==> config.mk <==
export PLATFORM = sky130hd
export DESIGN_NAME = ef_icap32
export DESIGN_NICKNAME = d
export VERILOG_FILES = /design/src/rtl/ef_icap32_pkg.sv /design/src/rtl/ef_icap32_edge.sv /design/src/rtl/ef_icap32.sv
export SDC_FILE = /design/constraint.sdc
export NUM_CORES = 1
export LEC_CHECK = 0
export CAP_MARGIN = 0
export CELL_PAD_IN_SITES_DETAIL_PLACEMENT = 1
export CELL_PAD_IN_SITES_GLOBAL_PLACEMENT = 1
export CORE_MARGIN = 2
export CORE_UTILIZATION = 49
export DETAILED_ROUTE_END_ITERATION = 7
export DONT_BUFFER_PORTS = 1
export GPL_TIMING_DRIVEN = 0
export PLACE_DENSITY = 0.89
export SETUP_SLACK_MARGIN = 0.1
export SLEW_MARGIN = 20
export SYNTH_ARGS = -nofsm -noshare
export SYNTH_HDL_FRONTEND = slang
export SYNTH_SLANG_ARGS = --single-unit
==> constraint.sdc <==
create_clock -name clk -period 3.05 [get_ports clk]
set_clock_uncertainty 0.1 [all_clocks]
set_input_delay 0.61 -clock clk [delete_from_list [all_inputs] [get_ports clk]]
set_output_delay 0.61 -clock clk [all_outputs]
set_load 0.01 [all_outputs]
==> src/rtl/ef_icap32_pkg.sv <==
// Shared types for the ef_icap32 input-capture timer: cfg mode encodings,
// FSM states and the saturating counter helper.
package ef_icap32_pkg;

  typedef enum logic [1:0] {
    MODE_PERIOD = 2'b00,
    MODE_HIGH   = 2'b01,
    MODE_LOW    = 2'b10,
    MODE_BOTH   = 2'b11
  } cap_mode_t;

  typedef enum logic [1:0] {
    ST_IDLE = 2'b00,
    ST_ARM  = 2'b01,
    ST_MEAS = 2'b10
  } cap_state_t;

  localparam logic [31:0] CNT_MAX = 32'hFFFF_FFFF;

  function automatic logic [31:0] sat_inc(input logic [31:0] v, input logic inc);
    return (inc && (v != CNT_MAX)) ? v + 32'd1 : v;
  endfunction

endpackage

==> src/rtl/ef_icap32_edge.sv <==
// Synchronizes the asynchronous capture input and produces one-clk rise/fall
// pulses by comparing the synchronized value against a last-value flop.
module ef_icap32_edge #(
  parameter int SYNC_STAGES = 2
) (
  input  logic clk,
  input  logic rst_n,
  input  logic sig,
  output logic rise,
  output logic fall
);

  logic [SYNC_STAGES-1:0] sync_q;
  logic                   last_q;

  always_ff @(posedge clk or negedge rst_n) begin
    if (!rst_n) begin
      sync_q <= '0;
      last_q <= 1'b0;
    end else begin
      sync_q <= {sync_q[SYNC_STAGES-2:0], sig};
      last_q <= sync_q[SYNC_STAGES-1];
    end
  end

  assign rise = sync_q[SYNC_STAGES-1] & ~last_q;
  assign fall = ~sync_q[SYNC_STAGES-1] & last_q;

endmodule

==> src/rtl/ef_icap32.sv <==
// Input-capture timer: measures period / high / low time of cap_in in
// prescaled ticks, with one-shot or continuous operation and a tick timeout.
module ef_icap32
  import ef_icap32_pkg::*;
#(
  parameter int PRW         = 16,
  parameter int SYNC_STAGES = 2
) (
  input  logic            clk,
  input  logic            rst_n,
  input  logic            en,
  input  logic            start,
  input  logic [PRW-1:0]  prescaler,
  input  logic [2:0]      cfg,
  input  logic [31:0]     timeout,
  input  logic            cap_in,
  output logic [31:0]     cnt,
  output logic [31:0]     cap_period,
  output logic [31:0]     cap_high,
  output logic            cap_valid,
  output logic            timeout_flag,
  output logic            busy
);

  cap_state_t     state;
  cap_mode_t      mode;
  logic           continuous;
  logic           rise;
  logic           fall;
  logic           start_edge;
  logic           end_edge;
  logic [PRW-1:0] psc_cnt;
  logic           tick;
  logic [31:0]    cnt_inc;
  logic           timeout_hit;

  ef_icap32_edge #(
    .SYNC_STAGES(SYNC_STAGES)
  ) u_edge (
    .clk  (clk),
    .rst_n(rst_n),
    .sig  (cap_in),
    .rise (rise),
    .fall (fall)
  );

  assign mode       = cap_mode_t'(cfg[1:0]);
  assign continuous = cfg[2];
  assign start_edge = (mode == MODE_LOW)  ? fall : rise;
  assign end_edge   = (mode == MODE_HIGH) ? fall : rise;

  // Free-running prescaler; held at the reload value while disabled.
  always_ff @(posedge clk or negedge rst_n) begin
    if (!rst_n) begin
      psc_cnt <= '0;
    end else if (!en || (psc_cnt == '0)) begin
      psc_cnt <= prescaler;
    end else begin
      psc_cnt <= psc_cnt - PRW'(1);
    end
  end

  assign tick = en && (psc_cnt == '0);

  // Captured values include the tick landing on the capturing clock, so an
  // interval of N clocks at prescaler 0 reads back as N.
  assign cnt_inc     = sat_inc(cnt, tick);
  assign timeout_hit = (timeout != 32'd0) && tick && (cnt == timeout);

  always_ff @(posedge clk or negedge rst_n) begin
    if (!rst_n) begin
      state        <= ST_IDLE;
      cnt          <= '0;
      cap_period   <= '0;
      cap_high     <= '0;
      cap_valid    <= 1'b0;
      timeout_flag <= 1'b0;
      busy         <= 1'b0;
    end else begin
      cap_valid    <= 1'b0;
      timeout_flag <= 1'b0;
      if (!en) begin
        state <= ST_IDLE;
        busy  <= 1'b0;
        cnt   <= '0;
      end else begin
        case (state)
          ST_IDLE: begin
            if (start) begin
              state <= ST_ARM;
              busy  <= 1'b1;
            end
          end
          ST_ARM: begin
            if (start_edge) begin
              state <= ST_MEAS;
              cnt   <= '0;
            end
          end
          ST_MEAS: begin
            if (end_edge) begin
              cap_period <= cnt_inc;
              cap_valid  <= 1'b1;
              if (!continuous) begin
                state <= ST_IDLE;
                busy  <= 1'b0;
                cnt   <= cnt_inc;
              end else if ((mode == MODE_PERIOD) || (mode == MODE_BOTH)) begin
                cnt <= '0;
              end else begin
                state <= ST_ARM;
                cnt   <= cnt_inc;
              end
            end else if (timeout_hit) begin
              timeout_flag <= 1'b1;
              cnt          <= '0;
              if (continuous) begin
                state <= ST_ARM;
              end else begin
                state <= ST_IDLE;
                busy  <= 1'b0;
              end
            end else begin
              cnt <= cnt_inc;
              if ((mode == MODE_BOTH) && fall) begin
                cap_high <= cnt_inc;
              end
            end
          end
          default: begin
            state <= ST_IDLE;
            busy  <= 1'b0;
          end
        endcase
      end
    end
  end

endmodule

**Yosys cells after proc, flatten, opt, wreduce, memory -nomap -nowiden**

Cells that the tools add are included.

- Add/sub/neg operators: 2
- Equal/unequal tests: 13
- Mux-type cells: 33
- Bitwise operators: 6
- Reductions and logical operators: 17

Operators with widths:

| kind | number |
|---|---|
| two-way mux 32 bit | 7 |
| case mux 32 bit (2 select lines) | 1 |
| adder 32 x 1 -> 32 bit, second input constant | 1 |
| == test 32 bit | 1 |
| != test 32 bit, second input constant | 1 |
| nonzero test 32 bit | 1 |
| zero test 16 bit | 1 |
| two-way mux 16 bit | 1 |
| subtractor 16 x 1 -> 16 bit, second input constant | 1 |
| two-way mux 1 bit | 15 |
| two-way mux 2 bit | 7 |
| == test 2 bit, second input constant | 3 |
| != test 3 bit, second input constant | 2 |
| case mux 2 bit (3 select lines) | 1 |
| AND reduction 3 bit | 2 |
| logical AND 1 bit | 5 |
| != test 5 bit, second input constant | 1 |
| AND reduction 5 bit | 1 |
| == test 2 x 1 -> 1 bit, second input constant | 2 |
| zero test 2 bit | 2 |
| != test 4 bit, second input constant | 1 |
| inverter 1 bit | 4 |
| AND reduction 4 bit | 1 |
| != test 3 x 1 -> 1 bit, second input constant | 1 |
| other kinds (6) | 8 |

- Bits in registers: 120
- Input bits: 56
- Output and inout port bits: 99
- Word-level logic and storage cells: 81

**Depth between registers and ports, before layout**

- Word-level depth: 9
- Gate-level depth with buffers: 9
- Gate-level depth less buffers: 8

**Cells and area by module**

From an unflattened synthesis, not the netlist that was laid out.

- Cells, all modules: 672
- Area, all modules: 6,610.1 um^2

By module, submodules not included:

| module | instances | cells each | area each (um^2) | seq. area each (um^2) |
|---|---|---|---|---|
| ef_icap32 | 1 | 667 | 6,520.0 | 2,927.8 |
| ef_icap32_edge | 1 | 5 | 90.1 | 75.1 |

**Worst setup path after synthesis**

OpenSTA, ideal clock, no wires.

- Kind: input to register
- Start: input en
- End: register cap_period[8]
- Setup time: 0.125 ns
- Arrival: 2.409 ns
- Data required time: 2.825 ns
- Setup slack: 0.416 ns
- Stages: 6
- Buffers on the path: 1
- Path through: clkbuf_1 > nor4bb_1 > nand4_1 > or4_1 > xnor2_1 > mux2_2

- Longest elaborated chain between the ends: 3
- Elaborated cells on any way between the ends: 4
- Those cells by class: mux: 1; reduce/logical: 3

RTL lines:

| element | RTL line | text |
|---|---|---|
| from (decl) | ef_icap32.sv:11 | `input logic en,` |
| logical AND 1 bit | ef_icap32.sv:63 | `assign tick = en && (psc_cnt == '0);` |
| logical AND 1 bit | ef_icap32_pkg.sv:21 | `return (inc && (v != CNT_MAX)) ? v + 32'd1 : v;` |
| two-way mux 32 bit | ef_icap32_pkg.sv:21 |  |
| to (signal assigned) | ef_icap32.sv:102 | `cap_period <= cnt_inc;` |
| to (decl) | ef_icap32.sv:18 | `output logic [31:0] cap_period,` |

Several ways; a longest one is shown, not always the timed one.
A chain may end at the register's enable or synchronous reset.

**Final worst setup path**

- Start: register cnt[3]
- End: register cnt[2]

- Longest elaborated chain between the ends: 8
- Elaborated cells on any way between the ends: 11
- Those cells by class: eq/ne: 2; mux: 7; reduce/logical: 2

RTL lines:

| element | RTL line | text |
|---|---|---|
| from (decl) | ef_icap32.sv:17 | `output logic [31:0] cnt,` |
| from (signal assigned) | ef_icap32.sv:107 | `cnt <= cnt_inc;` |
| from (signal assigned) | ef_icap32.sv:112 | `cnt <= cnt_inc;` |
| from (signal assigned) | ef_icap32.sv:124 | `cnt <= cnt_inc;` |
| != test 32 bit | ef_icap32_pkg.sv:21 |  |
| logical AND 1 bit | ef_icap32_pkg.sv:21 |  |
| two-way mux 32 bit | ef_icap32_pkg.sv:21 |  |
| two-way mux 32 bit | ef_icap32.sv:108 | `end else if ((mode == MODE_PERIOD) \|\| (mode == MODE_BOTH)) begin` |
| two-way mux 32 bit | ef_icap32.sv:104 | `if (!continuous) begin` |
| two-way mux 32 bit (*) | ef_icap32.sv:101 | `if (end_edge) begin` |
| case mux 32 bit (2 select lines) (*) | ef_icap32.sv:87 | `case (state)` |
| two-way mux 32 bit (*) | ef_icap32.sv:82 | `if (!en) begin` |

Every way passes the cells marked *; elsewhere a longest branch is shown, timed or not.

==> results.yml <==
sta:
  setup_ws_ns: 0.113
  clock.fmax_ghz: 0.341
  drv_slew: 0
  hold_slack_ns: -0.208
  final-setup-viol-count: 0
  hold_violations: 120
  layout_worst_path_cycle_share_pct: 96.3
  min_period_ns: 2.94
  relSlewSlack_pct: 51.3
  tightestPinTransition_ns: 0.731
  setup_repair_after_global_routing_missed_its_margin: "yes"
  final.setup.tns_ns: 0
clock_network:
  cts_inserted_buffers: 17
  clock_sink_count: 120
  worst_skew_pair.late_latency_ns: 0.42
  clk_pin_slew_ns: 0.05
  cts-htree-levels: 4
  cts_root_buffer: "sky130_fd_sc_hd__clkbuf_16"
  cts_tree: "built"
  clock_tree.buffer_depth: 2
power:
  p_clk_share_pct: 49.3
  pwr_density_cell_mw_per_mm2: 542
  power_frac_comb_pct: 6.4
  swShare_pct: 24.2
  power.ir.vdd_worst_v: 0.000356
  power.static_leakage_nw: 3.32
  internal_power_mw: 3.15
  power_mw: 4.16
  power_switching_mw: 1.00
  share_seq_of_total_power_pct: 44.3
placement:
  pre_cts_slack_ns: -0.718
  hpwl_mm: 15.9
  gp_routability_congestion: 0.929
  buffer_ports.inserted: 0
  placed_cells_incl_taps: 871
die:
  rows: 42
  placeableCoreArea_mm2: 0.0133
  floorplan.initialDensity_pct: 50.4
  die_h_um: 121
  top_level_port_count: 155
  chipWidth_um: 121
  fp.dieArea_mm2: 0.0146
synth:
  post_synth_inst_count: 695
  mean_area_per_synthesized_cell_um2: 9.64
  cell_type_with_the_largest_total_area_after_synthesis: "sky130_fd_sc_hd__dfrtp_1"
  synthDominantCellAreaShare_pct: 44.8
  mapped_nets: 757
  ys_top_cells_by_count: "120 x sky130_fd_sc_hd__dfrtp_1, 75 x sky130_fd_sc_hd__nand2_1, 60 x sky130_fd_sc_hd__xnor2_1"
  synth_async_sr_flop_share_pct: 100
  synth_seq_area_share_pct: 44.8
  yosys_warnings: 0
  synth_ff_type: "sky130_fd_sc_hd__dfrtp_1"
  synth_top_cells_by_area: "sky130_fd_sc_hd__dfrtp_1 45%, sky130_fd_sc_hd__xnor2_1 7.8%, sky130_fd_sc_hd__nand2_1 4.2%"
  synthesis.area_mm2: 0.00670
  netlist_cell_types: 59
  ys_ff_latch: 120
  synth.most_common_cell: "sky130_fd_sc_hd__dfrtp_1"
  number_of_flops_mapped_to_enable_cells_by_yosys: 0
drt:
  detailedRoute.firstPassIterationCount: 5
  drt-wirelength-per-cell_um: 24.4
  drtAntennaViolNets: 0
  detail_route.wirelength_mm: 22.2
  drcViolationCount: 0
  drt_iter0_drc: 379
  route.detailed.vias_per_inst: 6.25
  vias: 5691
global_route:
  first_global_vias: 6243
  largest_net_degree_at_the_start_of_global_routing: 121
  grt_overflow: 0
  grt_util_all_layers_pct: 31.2
  global_route_wire_length_before_repair_mm: 34.4
  antenna_found_initial: 0
critical_path:
  timing.critical_path.required_ns: 3.23
  worstRegToRegCells: 10
  crit-reg2reg-capture: "cnt[2]"
  cp-start-kind: "flop"
  crit-reg2reg-launch: "cnt[3]"
  timing.critical_path.fanout_max: 10
  critical_path_class: "flop to flop"
  worst_ep_arrival_time_ns: 3.11
  worst-r2r-setup-slack_ns: 0.11
  critical_path_end_type: "flop"
outcome:
  status: "complete, but fails checks"
  violations: "negative hold slack"
min_path:
  hold_path_class: "input pin to asynchronous set/reset pin"
final_layout:
  area_delta_synth_final_pct: 14.5
  final_layout_size_suffix_gt1_share_pct: 14.9
  antenna_cells: 0
  nets: 784
  layoutNonFillerInstCount: 910
flow_run:
  drv.max_cap_violation_count: 0
[worst max path at each step]
stage	endpoint	cells after the start	from	slack (ns)
final	cnt[2]	10	cnt[3]	0.11
after global routing	cnt[16]	10	cnt[2]	0.04
after CTS	cnt[14]	10	psc_cnt[0]	0.10
after detailed placement	cnt[14]	8	cnt[5]	-0.72
after global placement	cnt[7]	8	cnt[5]	-0.66
after floorplan	cap_period[8]	6	en	0.42
[state kept, by name, summed over array words and instances, names as in the netlist]
signal / flops
cnt: 32
cap_period: 32
u_edge.last_q: 1
timeout_flag: 1
u_edge.sync_q: 2
psc_cnt: 16
cap_high: 32
cap_valid: 1
busy: 1
state: 2
[cells in the final DEF (no fill, tap or decap), types with 4 or more instances in the layout]
master,n
sky130_fd_sc_hd__nand2b_1,4
sky130_fd_sc_hd__buf_4,9
sky130_fd_sc_hd__or4_1,4
sky130_fd_sc_hd__dfrtp_1,120
sky130_fd_sc_hd__nor4_2,5
sky130_fd_sc_hd__nor3_1,9
sky130_fd_sc_hd__ha_1,6
sky130_fd_sc_hd__mux2_2,18
sky130_fd_sc_hd__o211ai_1,20
sky130_fd_sc_hd__buf_2,14
sky130_fd_sc_hd__nand2_1,75
sky130_fd_sc_hd__nand4b_1,13
sky130_fd_sc_hd__nor4_4,4
sky130_fd_sc_hd__inv_1,38
sky130_fd_sc_hd__and4_1,4
sky130_fd_sc_hd__nor2_1,45
sky130_fd_sc_hd__a21oi_1,24
sky130_fd_sc_hd__nor4_1,10
sky130_fd_sc_hd__clkbuf_16,17
sky130_fd_sc_hd__and3_1,7
sky130_fd_sc_hd__nand4_1,35
sky130_fd_sc_hd__xnor2_1,58
sky130_fd_sc_hd__xor2_1,16
sky130_fd_sc_hd__clkbuf_2,10
sky130_fd_sc_hd__clkbuf_1,23
sky130_fd_sc_hd__or3_1,4
sky130_fd_sc_hd__mux2i_1,24
sky130_fd_sc_hd__o21ai_0,31
sky130_fd_sc_hd__nand3_1,18
[metrics by stage]
step | utilization (%) | cell area, um2
2_1_floorplan | - | 6700
3_3_place_gp | 52.1 | 6920
3_5_place_dp | 52.1 | 6920
4_1_cts | 57.2 | 7600
5_1_grt | 57.7 | 7670
6_report | 57.7 | 7670
[cell families after synthesis]
logic type / share of synthesized area (%)
buffers and inverters: 5.49
AND/OR/NAND/NOR: 22.6
flip-flops: 44.8
multiplexers: 6.95
AO/OA/AOI/OAI: 9.08
adder cells (fa/ha/maj): 1.12
XOR/XNOR: 9.93
[metal layers]
metal | vias up | share of wire (%) | GRT usage, %
met4 | 0 | 2.9 | 12.7
met1 | 2900 | 39 | 38.9
met3 | 43 | 8.8 | 7.85
met2 | 255 | 49 | 51.7
li1 | 2493 | - | -
met5 | - | 0 | 0
[critical path, stage by stage (launching register included)]
cell,delay (ns)
sky130_fd_sc_hd__dfrtp_1,0.42
sky130_fd_sc_hd__buf_2,0.20
sky130_fd_sc_hd__xnor2_1,0.39
sky130_fd_sc_hd__nand4_1,0.22
sky130_fd_sc_hd__nor4_4,0.30
sky130_fd_sc_hd__buf_4,0.20
sky130_fd_sc_hd__nand4_1,0.09
sky130_fd_sc_hd__buf_4,0.18
sky130_fd_sc_hd__clkbuf_1,0.32
sky130_fd_sc_hd__nand3_1,0.25
sky130_fd_sc_hd__o211ai_1,0.12
[power groups by stage]
stage / combinational, mW / sequential (mW) / clock (mW)
after global routing: 0.299 / 1.85 / 2.14
after global placement: 0.234 / 1.85 / 0
final: 0.266 / 1.84 / 2.05
after floorplan: 0.195 / 1.83 / 0
after detailed placement: 0.254 / 1.86 / 0
after CTS: 0.264 / 1.84 / 2.07
[repair_timing]
action / in CTS / in global routing
setup endpoints to repair: 82 / 78
resized for setup: 10 / 19
setup buffers: 3 / 5
hold endpoints to repair: 120 / 120
pin swaps: 1 / 2
[final cells by class]
cell class                      count  area (um2)
Clock inverter                      8         120
Timing Repair Buffer                8        60.1
Tap cell                          176         220
Fill cell                        1479        5620
Sequential cell                   120        3000
Inverter                           38         143
Clock buffer                       23         478
Buffer                             48         236
Multi-Input combinational cell    489        3410
Power figures use the tool's default switching activity.
